### src/rtl/tipi_nib_master.sv
// Initiator end of the TIPI nibble bus: turns single-byte register commands into r_clk/r_nibrst/r_nib frames.
// Optional parity period after the data nibbles is enabled with `define TIPI_NIB_PARITY_EN.
module tipi_nib_master #(
  parameter int unsigned CLK_DIV = 4
) (
  input  logic       clk,
  input  logic       r_reset,
  input  logic       cmd_valid,
  output logic       cmd_ready,
  input  logic       cmd_write,
  input  logic [1:0] cmd_reg,
  input  logic [7:0] cmd_wdata,
  output logic       rsp_valid,
  output logic [7:0] rsp_rdata,
  output logic       rsp_err,
  output logic       busy,
  output logic       r_clk_o,
  output logic       r_nibrst_o,
  output logic [3:0] r_nib_o,
  output logic       r_nib_oe,
  input  logic [3:0] r_nib_i
);

  localparam int unsigned PW = $clog2(2 * CLK_DIV);
  localparam logic [PW-1:0] PH_HI   = PW'(CLK_DIV);
  localparam logic [PW-1:0] PH_LAST = PW'(2 * CLK_DIV - 1);

  localparam logic [2:0] ST_IDLE = 3'd0;
  localparam logic [2:0] ST_RST  = 3'd1;
  localparam logic [2:0] ST_CMD  = 3'd2;
  localparam logic [2:0] ST_TURN = 3'd3;
  localparam logic [2:0] ST_D_HI = 3'd4;
  localparam logic [2:0] ST_D_LO = 3'd5;
  localparam logic [2:0] ST_PAR  = 3'd6;
  localparam logic [2:0] ST_DONE = 3'd7;

  logic [2:0]    state_q, state_d;
  logic [PW-1:0] phase_q, phase_d;
  logic          write_q, write_d;
  logic [1:0]    reg_q, reg_d;
  logic [7:0]    wdata_q, wdata_d;
  logic [7:0]    rbuf_q, rbuf_d;
  logic          cmd_ready_q, cmd_ready_d;
  logic          busy_q, busy_d;
  logic          rsp_valid_q, rsp_valid_d;
  logic [7:0]    rsp_rdata_q, rsp_rdata_d;
  logic          r_clk_q, r_clk_d;
  logic          r_nibrst_q, r_nibrst_d;
  logic [3:0]    r_nib_q, r_nib_d;
  logic          r_nib_oe_q, r_nib_oe_d;
  logic          active;
`ifdef TIPI_NIB_PARITY_EN
  logic [3:0]    par_q, par_d;
  logic          rsp_err_q, rsp_err_d;
`endif

  // State register and registered outputs
  always_ff @(posedge clk) begin
    if (r_reset) begin
      state_q     <= ST_IDLE;
      phase_q     <= '0;
      write_q     <= 1'b0;
      reg_q       <= 2'd0;
      wdata_q     <= 8'h00;
      rbuf_q      <= 8'h00;
      cmd_ready_q <= 1'b1;
      busy_q      <= 1'b0;
      rsp_valid_q <= 1'b0;
      rsp_rdata_q <= 8'h00;
      r_clk_q     <= 1'b0;
      r_nibrst_q  <= 1'b0;
      r_nib_q     <= 4'h0;
      r_nib_oe_q  <= 1'b0;
`ifdef TIPI_NIB_PARITY_EN
      par_q       <= 4'h0;
      rsp_err_q   <= 1'b0;
`endif
    end else begin
      state_q     <= state_d;
      phase_q     <= phase_d;
      write_q     <= write_d;
      reg_q       <= reg_d;
      wdata_q     <= wdata_d;
      rbuf_q      <= rbuf_d;
      cmd_ready_q <= cmd_ready_d;
      busy_q      <= busy_d;
      rsp_valid_q <= rsp_valid_d;
      rsp_rdata_q <= rsp_rdata_d;
      r_clk_q     <= r_clk_d;
      r_nibrst_q  <= r_nibrst_d;
      r_nib_q     <= r_nib_d;
      r_nib_oe_q  <= r_nib_oe_d;
`ifdef TIPI_NIB_PARITY_EN
      par_q       <= par_d;
      rsp_err_q   <= rsp_err_d;
`endif
    end
  end

  // Next state; outputs are derived from the next state so they line up with it
  always_comb begin
    state_d = state_q;
    phase_d = phase_q;
    write_d = write_q;
    reg_d   = reg_q;
    wdata_d = wdata_q;
    rbuf_d  = rbuf_q;
`ifdef TIPI_NIB_PARITY_EN
    par_d   = par_q;
`endif

    case (state_q)
      ST_IDLE: begin
        if (cmd_valid) begin
          write_d = cmd_write;
          reg_d   = cmd_reg;
          wdata_d = cmd_wdata;
          state_d = ST_RST;
          phase_d = '0;
        end
      end
      ST_DONE: state_d = ST_IDLE;
      default: begin
        // Responder data settles during the low phase; take it on the first high cycle
        if (phase_q == PH_HI && !write_q) begin
          case (state_q)
            ST_D_HI: rbuf_d[7:4] = r_nib_i;
            ST_D_LO: rbuf_d[3:0] = r_nib_i;
`ifdef TIPI_NIB_PARITY_EN
            ST_PAR:  par_d = r_nib_i;
`endif
            default: ;
          endcase
        end
        if (phase_q == PH_LAST) begin
          phase_d = '0;
          case (state_q)
            ST_RST:  state_d = ST_CMD;
            ST_CMD:  state_d = write_q ? ST_D_HI : ST_TURN;
            ST_TURN: state_d = ST_D_HI;
            ST_D_HI: state_d = ST_D_LO;
`ifdef TIPI_NIB_PARITY_EN
            ST_D_LO: state_d = ST_PAR;
`else
            ST_D_LO: state_d = ST_DONE;
`endif
            default: state_d = ST_DONE;
          endcase
        end else begin
          phase_d = phase_q + PW'(1);
        end
      end
    endcase

    active      = (state_d != ST_IDLE) && (state_d != ST_DONE);
    cmd_ready_d = (state_d == ST_IDLE);
    busy_d      = (state_d != ST_IDLE);
    rsp_valid_d = (state_d == ST_DONE);
    r_clk_d     = active && (phase_d >= PH_HI);
    r_nibrst_d  = (state_d == ST_RST);

    case (state_d)
      ST_RST, ST_CMD:          r_nib_oe_d = 1'b1;
      ST_D_HI, ST_D_LO, ST_PAR: r_nib_oe_d = write_d;
      default:                 r_nib_oe_d = 1'b0;
    endcase

    r_nib_d = r_nib_q;
    if (active && phase_d == '0) begin
      case (state_d)
        ST_CMD:  r_nib_d = {write_d, 1'b0, reg_d};
        ST_D_HI: r_nib_d = write_d ? wdata_d[7:4] : 4'h0;
        ST_D_LO: r_nib_d = write_d ? wdata_d[3:0] : 4'h0;
        ST_PAR:  r_nib_d = write_d ? {3'b000, ^wdata_d} : 4'h0;
        default: r_nib_d = 4'h0;
      endcase
    end

    rsp_rdata_d = rsp_rdata_q;
    if (rsp_valid_d && !write_d) rsp_rdata_d = rbuf_d;
`ifdef TIPI_NIB_PARITY_EN
    rsp_err_d = rsp_valid_d && !write_d &&
                ((par_d[3:1] != 3'b000) || (par_d[0] != ^rbuf_d));
`endif
  end

  assign cmd_ready  = cmd_ready_q;
  assign busy       = busy_q;
  assign rsp_valid  = rsp_valid_q;
  assign rsp_rdata  = rsp_rdata_q;
  assign r_clk_o    = r_clk_q;
  assign r_nibrst_o = r_nibrst_q;
  assign r_nib_o    = r_nib_q;
  assign r_nib_oe   = r_nib_oe_q;
`ifdef TIPI_NIB_PARITY_EN
  assign rsp_err    = rsp_err_q;
`else
  assign rsp_err    = 1'b0;
`endif

endmodule

### config.mk
export PLATFORM = sky130hd
export DESIGN_NAME = tipi_nib_master
export DESIGN_NICKNAME = d
export VERILOG_FILES = /design/src/rtl/tipi_nib_master.sv
export SDC_FILE = /design/constraint.sdc
export NUM_CORES = 1
export LEC_CHECK = 0
export ABC_AREA = 1
export CAP_MARGIN = 20
export CORE_ASPECT_RATIO = 0.75
export CORE_MARGIN = 2
export CORE_UTILIZATION = 53
export CTS_BUF_LIST = sky130_fd_sc_hd__clkbuf_16
export DETAILED_ROUTE_END_ITERATION = 8
export PLACE_DENSITY = 0.79
export SLEW_MARGIN = 5
export SYNTH_ARGS = -nofsm -noshare
export SYNTH_HDL_FRONTEND = slang
export SYNTH_SLANG_ARGS = --single-unit
### constraint.sdc
create_clock -name clk -period 2.45 [get_ports clk]
set_input_delay 0.6125 -clock clk [delete_from_list [all_inputs] [get_ports clk]]
set_output_delay 0.6125 -clock clk [all_outputs]
set_load 0.05 [all_outputs]
==> impl_metrics.toml <==
[run_status]
status = "complete, no violations"

[clock_tree]
cts-root-buf = "clkbuf_16"
cts_tree = "done"
cts_setup_buffers = 0
cts.clk_slew.worst_paths_ps = 50
cts_sinks = 43
clock_latency_ps = 280
cts_buffer_depth = 2
cts_htree_levels = 2
cts_buffers = 5

[critical_path]
crit_buf_inv = 3
worstRegToRegCells = 14
slowest_delay_ps = 570
cp.depth = 12
worstPathRequired_ps = 2660
path_class = "in2reg"
cp_cell_sequence = "clkdlybuf4s50_1 > nand3_2 > buf_12 > nand2_4 > inv_2 > nand2_2 > nand2_2 > nor3_2 > nand3_1 > nor2_2 > o21ai_1 > a21oi_1"
critPathArrivalTime_ps = 2450
crit_path_end_kind = "register"
crit_top_cell = "nand2_2"
worst_setup_path_start_kind = "primary input"
cp_slowest_cell = "clkdlybuf4s50_1"
cp_max_fo = 11
cp_top_family = "simple AND/OR/NAND/NOR gates"

[timing]
rsz0062_at_grt = "false"
timing.final.crit_share = 0.9131
final_hold_viol_count = 0
slew_headroom = 0.6538
fin_skew_ps = 7.493
worst_pin_slew_ps = 517.6
period_minus_slack_ps = 2237
post-route-worst-setup-slack_ps = 212.8
setup_viol = 0
max_clock_freq_ghz = 0.4470
drv_slew = 0

[cells_and_area]
fillCellCount = 321
drive_above_1_share = 0.1649
area_growth_pct = 30.07
multi_input_area_um2 = 1215
nNetsFinal = 402
insertedDiodeCount = 0
fin_area_um2 = 2955
regArea_um2 = 860.8

[yosys]
syn_area_um2 = 2272
yosysWarnings = 0
synth_edf_count = 0
synth-async-reset-ratio = 0
avgSynthCellArea_um2 = 6.865
postSynthCellCount = 331
ys_top_cells_by_area = "dfxtp_1 (38%), nand2_1 (16%), nor2_1 (8.9%)"
ys.flop_type = "dfxtp_1"
ys_ff_latch = 43
synth_top_area_cell = "dfxtp_1"
ys_types = 31
yosysTopAreaCellShare = 0.3789
synth_seq_area_share = 0.3789
synth_nets = 352

[placement]
gp_congestion = 0.8987
port_buffers = 35
hpwl_um = 3763
place_area_um2 = 2783
pre_cts_ws_ps = -193.2

[floorplanning]
die_area_um2 = 4832
coreArea_um2 = 4079
die_x_um = 79.61
io_pins = 37
dieHeight_um = 60.71
num_rows = 20
initial_core_util = 0.5571

[global_route]
grt_start_max_net_pins = 26
antenna_found_initial = 0
grt_remaining_overflow = 0
grt_pass1_vias = 1948
grt_pass1_wl_um = 8562
track_usage = 0.2293

[detailed_routing]
wl_per_cell_um = 11.78
routed_via_density = 4.874
wl_um = 5148
drc_errors = 0
dr.first_iter.drc_count = 108
antenna_left = 0
firstDrtPassIters = 5
num_vias = 2130

[job]
cap_violations = 0

[power_and_ir_drop]
power_density_nw_per_um2 = 650.9
power_mw = 1.924
vdd.ir_drop.worst_mv = 0.5496
p_leak_nw = 1.386

[worst_hold_path]
hold_class = "reg2reg"
hold_depth = 2
-- layout by cell type, fill, tap and decap left out, types with 2 or more instances in the layout --
master / n
a21oi_1: 13
buf_12: 2
buf_4: 17
clkbuf_16: 5
clkdlybuf4s50_1: 35
dfxtp_1: 43
ha_1: 3
inv_1: 24
inv_2: 8
mux2i_1: 9
nand2_1: 94
nand2_2: 7
nand2_4: 4
nand3_1: 15
nand4_1: 4
nor2_1: 54
nor2_2: 6
nor2_4: 3
nor3_1: 5
o21ai_0: 8
o21ai_1: 8
o21ai_2: 2
or2_2: 2
-- cell usage after synthesis (2+ instances only) --
| library cell | n |
|---|---|
| nand3_1 | 15 |
| buf_6 | 4 |
| mux2i_1 | 9 |
| a21oi_1 | 13 |
| o21ai_0 | 11 |
| nor3_1 | 5 |
| nand2_1 | 94 |
| nor2_4 | 3 |
| nor2_2 | 6 |
| inv_2 | 8 |
| or2_2 | 2 |
| nand4_1 | 4 |
| dfxtp_1 | 43 |
| clkbuf_1 | 5 |
| ha_1 | 3 |
| nand2_2 | 7 |
| nand2_4 | 4 |
| inv_1 | 24 |
| o21ai_1 | 6 |
| nor2_1 | 54 |
-- cells by family (layout without fill, tap and decap cells) --
family | Yosys count | in the layout | synth area share
buffers and inverters | 44 | 95 | 0.08810
flip-flops | 43 | 43 | 0.3789
multiplexers | 9 | 9 | 0.03965
other | 1 | 1 | 0.001650
adder cells (fa/ha/maj) | 3 | 3 | 0.01652
AND/OR/NAND/NOR | 197 | 197 | 0.3877
AO/OA/AOI/OAI | 34 | 34 | 0.08756
-- worst min-delay path, cell delays in order, from the launching register on --
cell and delay [ps]:
dfxtp_1 300, nand2_1 60, a21oi_1 50
-- area by class of cell --
| type | instances | share of cell area |
|---|---|---|
| clock buffers | 5 | 0.04234 |
| clock inverters | 3 | 0.01482 |
| inverters | 33 | 0.04191 |
| multi-input cells | 244 | 0.4111 |
| flip-flops and latches | 43 | 0.2913 |
| well taps | 55 | 0.02329 |
| repair buffers | 54 | 0.1753 |
-- final timing paths --
path	from	end	slack [ps]
setup / recovery	cmd_valid	r_nib_o[2]	210
hold / removal	r_nib_o[3]	r_nib_o[3]	460
setup reg to reg	phase_q[0]	r_nib_o[1]	290
hold reg to reg	r_nib_o[3]	r_nib_o[3]	460
-- sequential cells by signal, summed over array words and instances, names as in the netlist, 2 cells and up --
signal	count
phase_q	3
r_nib_o	4
rbuf_q	8
reg_q	2
rsp_rdata	8
state_q	3
wdata_q	8
-- repair_timing --
action / CTS / global route
endpoints found under the setup margin: 0 / 1
gates resized for setup: 0 / 4
hold buffers: 0 / 0
-- per-layer routing --
metal / part of all wire / wire [um] / up-vias / GRT usage
met5: 0 / 0 / - / 0
met4: 0.0072 / 37 / 0 / 0.06404
met3: 0.065 / 335 / 4 / 0.06250
met2: 0.44 / 2275 / 67 / 0.3673
met1: 0.49 / 2500 / 930 / 0.3092
li1: - / - / 1129 / -
-- through the flow --
step	TNS [ps]	utilization	instances	hold WS (ps)
finish	0	0.7245	437	463.7
global route	0	0.7245	437	505.4
CTS	0	0.7236	437	462.8
detailed placement	-755.7	0.6822	429	453.9
global placement	-95.50	0.6822	429	450.1
floorplan	0	-	331	460.6
-- power by group --
group          switching (mW)  total, mW  internal (mW)
clock network           0.268      0.748          0.480
registers              0.0186      0.749          0.730
logic                   0.258      0.426          0.169
Note: power is estimated with default switching activity, not from simulation.
